### src/rtl/dpu_mac_pe.sv
// dpu_mac_pe: output-stationary multiply-accumulate PE with a per-column drain chain.
// Build option: define DPU_SATURATE_EN to clamp the accumulator on overflow instead of wrapping.
module dpu_mac_pe #(
  parameter int unsigned DATA_WIDTH = 8,
  parameter int unsigned ACC_WIDTH  = 24,
  parameter int unsigned CNT_WIDTH  = 8,
  parameter int unsigned SIGNED     = 1
) (
  input  logic                  clk,
  input  logic                  rst,
  input  logic                  start,
  input  logic [CNT_WIDTH-1:0]  k_len,
  input  logic                  in_valid,
  input  logic [DATA_WIDTH-1:0] data_in_a,
  input  logic [DATA_WIDTH-1:0] data_in_b,
  output logic [DATA_WIDTH-1:0] data_out_a,
  output logic [DATA_WIDTH-1:0] data_out_b,
  output logic                  out_valid,
  output logic                  done,
  output logic                  sat_flag,
  input  logic                  drain_load,
  input  logic                  drain_shift,
  input  logic [ACC_WIDTH-1:0]  chain_in,
  output logic [ACC_WIDTH-1:0]  chain_out
);

  localparam logic [1:0] S_IDLE  = 2'd0;
  localparam logic [1:0] S_ACCUM = 2'd1;
  localparam logic [1:0] S_DONE  = 2'd2;

  localparam int unsigned PW  = 2 * DATA_WIDTH;
  localparam int unsigned MSB = ACC_WIDTH - 1;

  logic [1:0]           state;
  logic [ACC_WIDTH-1:0] acc;
  logic [ACC_WIDTH-1:0] acc_nxt;
  logic [ACC_WIDTH-1:0] chain;
  logic [CNT_WIDTH-1:0] cnt;
  logic [CNT_WIDTH-1:0] cnt_inc;
  logic [CNT_WIDTH-1:0] k_lat;
  logic [PW-1:0]        a_ext;
  logic [PW-1:0]        b_ext;
  logic [PW-1:0]        prod;
  logic                 prod_sign;
  logic [ACC_WIDTH-1:0] prod_ext;
  logic [ACC_WIDTH:0]   sum_full;
  logic                 ovf;
  logic                 accept_start;
  logic                 accept_beat;

  // Operands are widened to the full product width first, so the low PW bits
  // of one plain multiply are exact for both signed and unsigned operands.
  always_comb begin
    if (SIGNED != 0) begin
      a_ext = {{DATA_WIDTH{data_in_a[DATA_WIDTH-1]}}, data_in_a};
      b_ext = {{DATA_WIDTH{data_in_b[DATA_WIDTH-1]}}, data_in_b};
    end else begin
      a_ext = {{DATA_WIDTH{1'b0}}, data_in_a};
      b_ext = {{DATA_WIDTH{1'b0}}, data_in_b};
    end
    prod      = a_ext * b_ext;
    prod_sign = (SIGNED != 0) && prod[PW-1];
    prod_ext  = {ACC_WIDTH{prod_sign}};
    prod_ext[PW-1:0] = prod;
    sum_full  = {1'b0, acc} + {1'b0, prod_ext};
    if (SIGNED != 0)
      ovf = (acc[MSB] == prod_ext[MSB]) && (sum_full[MSB] != acc[MSB]);
    else
      ovf = sum_full[ACC_WIDTH];
  end

`ifdef DPU_SATURATE_EN
  logic [ACC_WIDTH-1:0] sat_val;

  // A signed overflow can only happen when both addends share acc's sign.
  always_comb begin
    if (SIGNED != 0)
      sat_val = acc[MSB] ? {1'b1, {(ACC_WIDTH-1){1'b0}}} : {1'b0, {(ACC_WIDTH-1){1'b1}}};
    else
      sat_val = '1;
    acc_nxt = ovf ? sat_val : sum_full[ACC_WIDTH-1:0];
  end
`else
  assign acc_nxt = sum_full[ACC_WIDTH-1:0];
`endif

  assign cnt_inc      = cnt + 1'b1;
  assign accept_start = start && (state != S_ACCUM);
  assign accept_beat  = (state == S_ACCUM) && in_valid;

  always_ff @(posedge clk) begin
    if (rst) begin
      state    <= S_IDLE;
      acc      <= '0;
      cnt      <= '0;
      k_lat    <= '0;
      sat_flag <= 1'b0;
    end else if (accept_start) begin
      acc      <= '0;
      cnt      <= '0;
      k_lat    <= k_len;
      sat_flag <= 1'b0;
      state    <= (k_len == '0) ? S_DONE : S_ACCUM;
    end else if (accept_beat) begin
      acc <= acc_nxt;
      cnt <= cnt_inc;
      if (ovf)
        sat_flag <= 1'b1;
      if (cnt_inc == k_lat)
        state <= S_DONE;
    end
  end

  always_ff @(posedge clk) begin
    if (rst) begin
      out_valid  <= 1'b0;
      data_out_a <= '0;
      data_out_b <= '0;
    end else begin
      out_valid  <= in_valid;
      data_out_a <= in_valid ? data_in_a : '0;
      data_out_b <= in_valid ? data_in_b : '0;
    end
  end

  always_ff @(posedge clk) begin
    if (rst)
      chain <= '0;
    else if (drain_load)
      chain <= acc;
    else if (drain_shift)
      chain <= chain_in;
  end

  assign done      = (state == S_DONE);
  assign chain_out = chain;

endmodule

### config.mk
export PLATFORM = sky130hd
export DESIGN_NAME = dpu_mac_pe
export DESIGN_NICKNAME = d
export VERILOG_FILES = /design/src/rtl/dpu_mac_pe.sv
export SDC_FILE = /design/constraint.sdc
export NUM_CORES = 1
export LEC_CHECK = 0
export BUFFER_PORTS_ARGS = -buffer_cell sky130_fd_sc_hd__buf_4
export CORE_UTILIZATION = 40
export DETAILED_ROUTE_END_ITERATION = 8
export HOLD_SLACK_MARGIN = 0.03
export PLACE_DENSITY = 0.59
export SKIP_CTS_REPAIR_TIMING = 1
export SLEW_MARGIN = 20
export SYNTH_ARGS = -nofsm -noshare
export SYNTH_HDL_FRONTEND = slang
export SYNTH_SLANG_ARGS = --single-unit
export TNS_END_PERCENT = 1
### constraint.sdc
create_clock -name clk -period 8.2 [get_ports clk]
set_input_delay 0.82 -clock clk [delete_from_list [all_inputs] [get_ports clk]]
set_output_delay 0.82 -clock clk [all_outputs]
set_load 0.01 [all_outputs]
==> metrics.cfg <==
[status]
outcome=completed

[sta]
worst_pin_slew_ps=612.9
tns_ps=0
clock_skew_ps=14.40
period_needed_ps=6537
max_freq_ghz=0.1530
finalSetupViolations=0
fin_crit_sh_pct=79.72
hold_ws_ps=458.9
final_max_slew_viol_count=0
final_hold_viol_count=0
rsz0062_at_grt=no
setup_ws_ps=1663
relSlewSlack_pct=58.95

[drt]
route.detailed.drc=0
dr.pass1.iters=4
wirelength_um=15750
viasPerCell=5.017
drt_iter0_drc=263
wl_per_cell_um=13.93
ant_nets=0
vias=5674

[clock_tree]
htree_num_levels=3
numCtsBuffers=9
clockBufferDepth=2
clk_pin_slew_worst_paths_ps=80
clkLatencyLatePin_ps=360
clock-sinks=84
clk_root_buffer_cell=clkbuf_16
cts_tree=built

[global_route]
grt-ovfl-total=0
antenna_found_initial=0
grt_pass1_vias=5389
track_usage_pct=18.79
grt_pass1_wl_um=26630
grt_max_degree=49

[logic_synthesis]
synth.net_count=982
syn_area_um2=6944
synth_area_leaders=dfxtp_1 (24%), fa_1 (16%), ha_1 (9.5%)
synthCells=819
synth_top_cell_area_share_pct=24.22
ys_async_sr_fraction_pct=0
syn_avg_cell_area_um2=8.479
yosysTopAreaCell=dfxtp_1
ys_types=49
synth_ff_type=dfxtp_1
synth-edff-count=0
ys_ff_latch=84
seq_area_frac_synth_pct=24.22
synth_common_cells=inv_1 (97), nor2_1 (97), dfxtp_1 (84)
yosys_warnings=0

[pwr]
p_leak_uw=0.003827
power_density_nw_per_um2=331.1
ir_drop_uv=318.2

[setup_path]
crit_path_end_kind=flop
r2r-start=acc[0]
rr_endpoint=acc[22]
path_max_fanout=11
cp_num_buf_inv=6
critical_path.top_delay_family=adder cells
required_ps=8490
path_class=in2reg
ff2ff_path_depth=10
critPathSlowestCell=fa_1
max_stage_delay_ps=620
critPathArrivalTime_ps=6820
r2r_setup_slack_ps=5140
cp-start-kind=input port

[die]
die_h_um=133.8
core.rowCount=47
dieArea_um2=17890
ios=97
start_util_pct=41.43
core_um2=16760
die-width_um=133.8

[place]
place.gp.congestion=0.8358
pre_cts_ws_ps=1324
hpwl_um=12260
portBuffers=96

[worst_hold_path]
holdPathStages=2
hold_end=sat_flag
min_from=sat_flag
worstHoldPathType=reg2reg

[cells_and_area]
fin_util_pct=48.80
n_antenna_cell=0
drive_gt1_share_pct=14.16
final_nets=1069
syn2layout_area_growth_pct=17.78

[run]
max_cap_viol_count=0

==> cell type report <==
class	count	area, µm²
well taps	220	275.3
clock inverters	7	62.56
inverters	97	364.1
fillers	1645	8581
flip-flops and latches	84	1682
repair buffers	101	758.2
clock buffers	9	225.2
multi-input cells	613	4812
==> cell usage in the layout, fill, tap and decap left out, types with 24 or more instances in the layout <==
| cell type | synthesis | routed |
|---|---|---|
| a21oi_1 | 66 | 66 |
| and2_1 | 61 | 61 |
| buf_4 | 0 | 101 |
| dfxtp_1 | 84 | 84 |
| fa_1 | 56 | 56 |
| ha_1 | 53 | 53 |
| inv_1 | 97 | 97 |
| mux2i_1 | 32 | 32 |
| nand2_1 | 51 | 51 |
| nor2_1 | 97 | 97 |
| o21ai_0 | 24 | 24 |
| xnor2_1 | 24 | 24 |
==> report_power, final <==
part / internal [µW] / total, µW / switching (µW)
clock network: 214 / 406 / 192
registers: 435 / 458 / 23.0
logic: 772 / 1840 / 1070
total: 1420 / 2710 / 1290
==> per-layer routing <==
metal / up-vias / share of wire [%] / track usage [%]
met4: 0 / 1.2 / 5.682
met1: 2703 / 47 / 25.27
met5: - / 0 / 0
met2: 81 / 48 / 31.00
li1: 2878 / - / -
met3: 12 / 3.0 / 2.778
==> cells by family (layout without fill, tap and decap cells) <==
family          count (synthesis)  after routing  synth area share, %
buf+inv                       122            214                6.595
simple gates                  269            269                18.79
xor+xnor                       46             46                5.802
compound gates                156            156                14.13
flops                          84             84                24.22
mux                            33             33                4.775
fa+ha+maj                     109            109                25.69
==> worst max-delay path by stage <==
stage,startpoint,endpoint,slack [ps],cells after the start
after detailed placement,data_in_b[3],acc[23],1320,25
after CTS,data_in_b[3],acc[23],1660,25
after global placement,data_in_b[3],acc[23],1340,25
after global routing,data_in_b[3],acc[23],1250,25
final,data_in_b[3],acc[23],1660,25
after floorplan,data_in_b[3],acc[23],1440,24
==> registers in the layout, indices dropped and copies added, names as in the netlist <==
name,cells
state,2
data_out_b,8
chain_out,24
k_lat,8
acc,24
out_valid,1
data_out_a,8
cnt,8
sat_flag,1
==> through the flow <==
step                      total power [µW]  instances  area, µm²
final                                 2708       1131       8179
after global routing                  2993       1131       8179
after CTS                             2726       1131       8177
after detailed placement              2308       1115       7889
after global placement                2302       1115       7889
after floorplan                       1913        819       6944
==> worst min-delay path, delay by kind of cell (launching register included) <==
| kind | cells | cell delay [ps] |
|---|---|---|
| and+or+nand+nor | 1 | 50 |
| DFF | 1 | 320 |
| AOI/OAI and AO/OA | 1 | 50 |
Power figures use the tool's default switching activity.
